<file path="config.mk">
export PLATFORM = sky130hd
export DESIGN_NAME = sseg_mux_driver
export DESIGN_NICKNAME = d
export VERILOG_FILES = /design/src/rtl/sseg_mux_driver.sv
export SDC_FILE = /design/constraint.sdc
export NUM_CORES = 1
export LEC_CHECK = 0
export CAP_MARGIN = 20
export CORE_MARGIN = 2
export CORE_UTILIZATION = 54
export CTS_CLUSTER_SIZE = 24
export DETAILED_ROUTE_END_ITERATION = 10
export PLACE_DENSITY = 0.79
export SYNTH_ARGS = -nofsm -noshare
export SYNTH_HDL_FRONTEND = slang
export SYNTH_SLANG_ARGS = --single-unit
</file>
<file path="constraint.sdc">
create_clock -name clk -period 2.45 [get_ports clk]
set_input_delay 0.245 -clock clk [delete_from_list [all_inputs] [get_ports clk]]
set_output_delay 0.245 -clock clk [all_outputs]
set_load 0.005 [all_outputs]
</file>
<file path="src/rtl/sseg_mux_driver.sv">
// Eight-digit multiplexed seven-segment driver with frame-synchronous value update.
// Outputs are registered one cycle behind the scan state to avoid anode overlap glitches.
module sseg_mux_driver #(
  parameter int COUNT_MAX = 100000,
  parameter bit LZ_BLANK  = 1'b0
) (
  input  logic        clk,
  input  logic        rst,
  input  logic [31:0] value,
  input  logic        load,
  input  logic [7:0]  dp_en,
  output logic [6:0]  segments,
  output logic        dp,
  output logic [7:0]  anodes,
  output logic        frame_done
);

  localparam int TW = $clog2(COUNT_MAX);
  localparam logic [TW-1:0] TICK_LAST = TW'(COUNT_MAX - 1);

  logic [TW-1:0] tick;
  logic [2:0]    index;
  logic [31:0]   pending;
  logic [31:0]   active;
  logic          flag;

  logic          tick_wrap;
  logic          boundary;
  logic [3:0]    nibble;
  logic [6:0]    seg_code;
  logic          blank;
  logic [7:0]    anode_code;

  assign tick_wrap = (tick == TICK_LAST);
  assign boundary  = tick_wrap && (index == 3'd7);

  always_ff @(posedge clk) begin
    if (rst) begin
      tick  <= '0;
      index <= 3'd0;
    end else begin
      tick <= tick_wrap ? '0 : tick + 1'b1;
      if (tick_wrap) begin
        index <= index + 3'd1;
      end
    end
  end

  // A load on the boundary cycle bypasses pending so it shows in the very next frame.
  always_ff @(posedge clk) begin
    if (rst) begin
      pending <= 32'd0;
      active  <= 32'd0;
      flag    <= 1'b0;
    end else begin
      if (load) begin
        pending <= value;
      end
      if (boundary) begin
        if (load) begin
          active <= value;
        end else if (flag) begin
          active <= pending;
        end
        flag <= 1'b0;
      end else if (load) begin
        flag <= 1'b1;
      end
    end
  end

  assign nibble = active[{index, 2'b00} +: 4];

  always_comb begin
    seg_code = 7'b1111111;
    case (nibble)
      4'h0: seg_code = 7'b0000001;
      4'h1: seg_code = 7'b1001111;
      4'h2: seg_code = 7'b0010010;
      4'h3: seg_code = 7'b0000110;
      4'h4: seg_code = 7'b1001100;
      4'h5: seg_code = 7'b0100100;
      4'h6: seg_code = 7'b0100000;
      4'h7: seg_code = 7'b0001111;
      4'h8: seg_code = 7'b0000000;
      4'h9: seg_code = 7'b0000100;
      4'hA: seg_code = 7'b0001000;
      4'hB: seg_code = 7'b1100000;
      4'hC: seg_code = 7'b0110001;
      4'hD: seg_code = 7'b1000010;
      4'hE: seg_code = 7'b0110000;
      4'hF: seg_code = 7'b0111000;
      default: seg_code = 7'b1111111;
    endcase
  end

  // A digit is a leading zero when it and every more significant nibble is zero.
  assign blank      = LZ_BLANK && (index != 3'd0) && ((active >> {index, 2'b00}) == 32'd0);
  assign anode_code = blank ? 8'hFF : ~(8'd1 << index);

  always_ff @(posedge clk) begin
    if (rst) begin
      segments   <= 7'b1111111;
      anodes     <= 8'hFF;
      dp         <= 1'b1;
      frame_done <= 1'b0;
    end else begin
      segments   <= blank ? 7'b1111111 : seg_code;
      anodes     <= anode_code;
      dp         <= ~dp_en[index];
      frame_done <= boundary;
    end
  end

endmodule
</file>
Word-level counts from Yosys, hierarchy flattened

Memories as Yosys holds them, arrays and structs flattened. A register that Yosys moved wholly into a read port is not among the register bits.
Cells that the tools add are included.

Add/subtract/negate cells: 2
Bitwise logic cells: 2
Reductions and logical operators: 5
Shifts and indexed selects: 2
Multiplexer cells: 4
Magnitude comparators: 1
Eq/ne operators: 2

Operators with widths:

| cell                    | count |
|---|---|
| $mux W32                | 2 |
| $shiftx A32 B6 Y4       | 1 |
| $add A17 B1 Y17 const B | 1 |
| $eq A17 B17 Y1 const B  | 1 |
| $not A8 Y8              | 1 |
| $shl A1 B3 Y8 const A   | 1 |
| $lt A3 B4 Y1 const B    | 1 |
| $reduce_or A2 Y1        | 2 |
| $add A3 B1 Y3 const B   | 1 |
| $bmux W1 S3             | 1 |
| $eq A3 B3 Y1 const B    | 1 |
| $reduce_and A2 Y1       | 1 |
| $reduce_bool A2 Y1      | 1 |
| $logic_and A1 B1 Y1     | 1 |
| $mux W1                 | 1 |
| $not A1 Y1              | 1 |

Bits in read-only memories: 112
Memories: 1
Bits in registers: 95
Word-level logic and storage cells: 27
Input bits: 43

Memory list:

| memory           | depth | width | rd ports | clocked after Yosys merged registers in | write ports | line | RTL |
|---|---|---|---|---|---|---|---|
| (name not given) | 16    | 7     | 1        | 1                                       | 0           | 76   | `case (nibble)` |

Depth between registers and ports, before layout

Gate-level depths: netlist (run 1).

Depth in word-level cells: 3
Depth in mapped cells: 8
Depth with buffers taken out: 7

Worst setup path before layout (run 1)

Ideal clock, no wire load.

Path kind: reg-to-reg
Start: register index[1]
End: register segments[6]
Setup slack: 0.262 ns
Clock period less this slack: 2.188 ns
Stages on the path, launching flop included: 8
Arrival time: 2.050 ns
Cells stage by stage: dfxtp_1 -> buf_2 -> mux4_2 -> mux2_2 -> ha_1 -> a211o_1 -> o31ai_1 -> o21ai_0

Cells in the longest elaborated chain, start to end: 1

Ends and longest elaborated chain:

| element                | line | RTL |
|---|---|---|
| from (decl)            | 22   | `logic [2:0] index;` |
| from (signal assigned) | 44   | `index <= index + 3'd1;` |
| $shiftx A32 B6 Y4      | 72   | `assign nibble = active[{index, 2'b00} +: 4];` |
| to (decl)              | 12   | `output logic [6:0] segments,` |

No other way between the ends.
A chain may end at the register's enable or synchronous reset.

Worst setup path after layout (run 1)

Same ends and word-level chain as after synthesis.

==> results.ini, run 1 <==
[sta]
finClkSkew_ps = 9.12
max-slew-margin-rel = 0.606
finalMaxSlewViolations = 0
period_share = 0.919
fmax_mhz = 444
min_period_ps = 2250
rsz0062_at_grt = no
fin_setup_tns_ps = 0
setup_viol = 0
hold_viol_final = 0
worst-slew-pin-transition_ps = 585

[cts]
insertion_delay_ps = 360
post_cts_buffers = 0
cts_buffer_depth = 2
numCtsBuffers = 9
cts_tree = done
cts-root-buf = clkbuf_8
cts.sinks = 102
cts_resized = 0
clk_pin_slew_ps = 90
ctsHoldBuffers = 0
cts_max_level = 3

[min_path]
hp-start = load
min_path_type = in2reg

[grt]
grt_pass1_vias = 3169
grt_pass1_wl_mm = 14.5
antenna_found_initial = 0
grt_use_total = 0.208
grt_max_degree = 39
grt-ovfl-total = 0

[routing]
viasPerCell = 5.19
wl_mm = 8.56
vias = 3199
drt_first_pass_iters = 4
wl_per_cell_microns = 13.9
drt_iter0_markers = 114
drc = 0
ant_nets = 0

[floorplanning]
dieHeight_microns = 93.8
coreArea_sq_um = 7770
die_area_sq_um = 8800
io_pins = 60
die_x_microns = 93.8
fp-row-count = 32
start_util = 0.561

[setup_path]
critPathKind = reg2reg
required_ps = 2690
cp.arrival_ps = 2490
end_kind = flop
crit_path_cell_trace = mux4_2 -> mux2_2 -> ha_1 -> a211o_1 -> o31ai_1 -> o21ai_0
slowest_delay_ps = 550
startpoint = index[1]$_SDFFE_PP0P_
cp_slowest_cell = mux4_2
worstReg2RegStart = index[1]$_SDFFE_PP0P_
start_kind = flop
crit_fanout = 6

[synth]
synth_compound_area_frac = 0.0856
synth_top_family_by_area = simple AND/OR/NAND/NOR gates
synthAdderAreaFrac = 0.0374
synthArstFlopShare = 0
synth_nets = 505
synth_area_per_cell_sq_um = 9.70
synthSimpleGateAreaFrac = 0.198
ys_types = 49
synth_edf_count = 0
synth_xor_area_frac = 0.0322
syn_inst = 449
synth_seq_cells = 102
syn_area_sq_um = 4350
synth_flop_cell = dfxtp_1
synth_mux_area_frac = 0.143
ys_seq_area_frac = 0.469
yosysWarnings = 0

[layout]
area_growth_pct = 20.0
final_layout_size_suffix_gt1_frac = 0.113
fin_nets = 565
stdcell_count = 616
final_util = 0.673
design_area_sq_um = 5230
antenna_cells = 0

[placed_design]
dp.cells = 600
place_hpwl_mm = 6.24
place.gp.congestion = 0.829
portBuffers = 59
placed_area_sq_um = 5060

[power]
p_leak_nw = 2.11
p_per_area_nw_per_um2 = 546
p_total_mw = 2.85
vdd.ir_drop.worst_uv = 361

[status]
status = finished, final reports clean

[flow_run]
cap_violations = 0

synth_stat cells, drive strengths merged, types with 8 or more instances:
master	count	area (sq um)
clkbuf	14	53.8
mux2i	26	260
buf	11	66.3
and2	32	200
a21oi	15	75.1
nand2	46	173
o21a	20	150
xnor2	8	70.1
ha	13	163
xor2	8	70.1
dfxtp	102	2040
inv	9	33.8
mux2	16	180
nor2	70	263
mux4	8	180
power by group:
group,internal (mW),switching (mW)
sequential,1.70,0.0121
combinational,0.124,0.0858
clock,0.372,0.560
total,2.20,0.657
cell usage in the layout, fill, tap and decap left out, types with 2 or more instances in the layout:
cell type,count
a31oi_1,2
clkbuf_8,9
nand4_1,2
nor4_1,2
mux2_2,16
nand3_1,7
nand2_1,46
o221ai_1,2
a211oi_1,2
nor2_1,70
o21ai_0,6
and3_1,4
clkinv_2,2
xor2_1,8
a21oi_1,15
and2_1,23
dfxtp_1,102
nand2b_1,2
mux2i_1,26
o21a_1,20
buf_4,15
ha_1,13
mux4_2,8
xnor2_1,8
clkdlybuf4s50_1,58
nor4b_1,2
nor3_1,2
clkbuf_1,2
inv_1,9
and2_0,9
flip-flops by register name (all words and copies together) (netlist names):
signal      flops
active         32
pending        32
tick           17
anodes          8
segments        7
index           3
dp              1
flag            1
frame_done      1
cells by family (layout without fill, tap and decap cells):
family | after synthesis | after routing
buffers and inverters | 34 | 99
multiplexers | 50 | 50
adder cells (fa/ha/maj) | 13 | 13
XOR/XNOR | 16 | 16
flip-flops | 102 | 102
AO/OA/AOI/OAI | 56 | 56
AND/OR/NAND/NOR | 178 | 178
critical path, delay by kind of cell (launching register included):
kind | cells | cell delay (ps)
mux | 2 | 890
flops | 1 | 490
compound gates | 3 | 480
fa+ha+maj | 1 | 270
stage by stage:
| step | hold slack [ps] | setup slack [ps] |
|---|---|---|
| after floorplan | 412 | 262 |
| after global placement | 431 | 216 |
| after detailed placement | 436 | 201 |
| after CTS | 427 | 192 |
| after global routing | 445 | 51.7 |
| final | 423 | 198 |
worst paths after layout:
check | endpoint | slack (ps) | cells after the start
hold / removal | pending[18]$_SDFFE_PP0P_ | 420 | 3
hold reg to reg | active[19]$_SDFFE_PP0P_ | 460 | 2
setup reg to reg | segments[6]$_SDFF_PP1_ | 200 | 6
setup / recovery | segments[6]$_SDFF_PP1_ | 200 | 6
cell type report:
class / instances / area, sq um
clock buffers: 11 / 131
clock inverters: 5 / 35.0
fillers: 619 / 2540
inverters: 9 / 33.8
multi-input cells: 313 / 2160
flip-flops and latches: 102 / 2040
well taps: 102 / 128
repair buffers: 74 / 698
routing by layer:
layer	vias to the layer above	share of wire	global-route usage	routed length [microns]
li1	1625	-	-	-
met1	1500	0.46	0.264	3910
met3	7	0.039	0.0313	334
met4	0	0.012	0.0785	106
met5	-	0	0	0
met2	67	0.49	0.355	4210
Note: power is estimated with default switching activity, not from simulation.
==> run 2, diff against run 1 <==
--- a/config.mk
+++ b/config.mk
@@ -10,6 +10,7 @@
 export CORE_UTILIZATION = 54
 export CTS_CLUSTER_SIZE = 24
 export DETAILED_ROUTE_END_ITERATION = 10
+export GPL_ROUTABILITY_DRIVEN = 0
 export PLACE_DENSITY = 0.79
 export SYNTH_ARGS = -nofsm -noshare
 export SYNTH_HDL_FRONTEND = slang
==> results of run 2 <==
The final DEF is identical to that of run 1; final timing and power are the same.
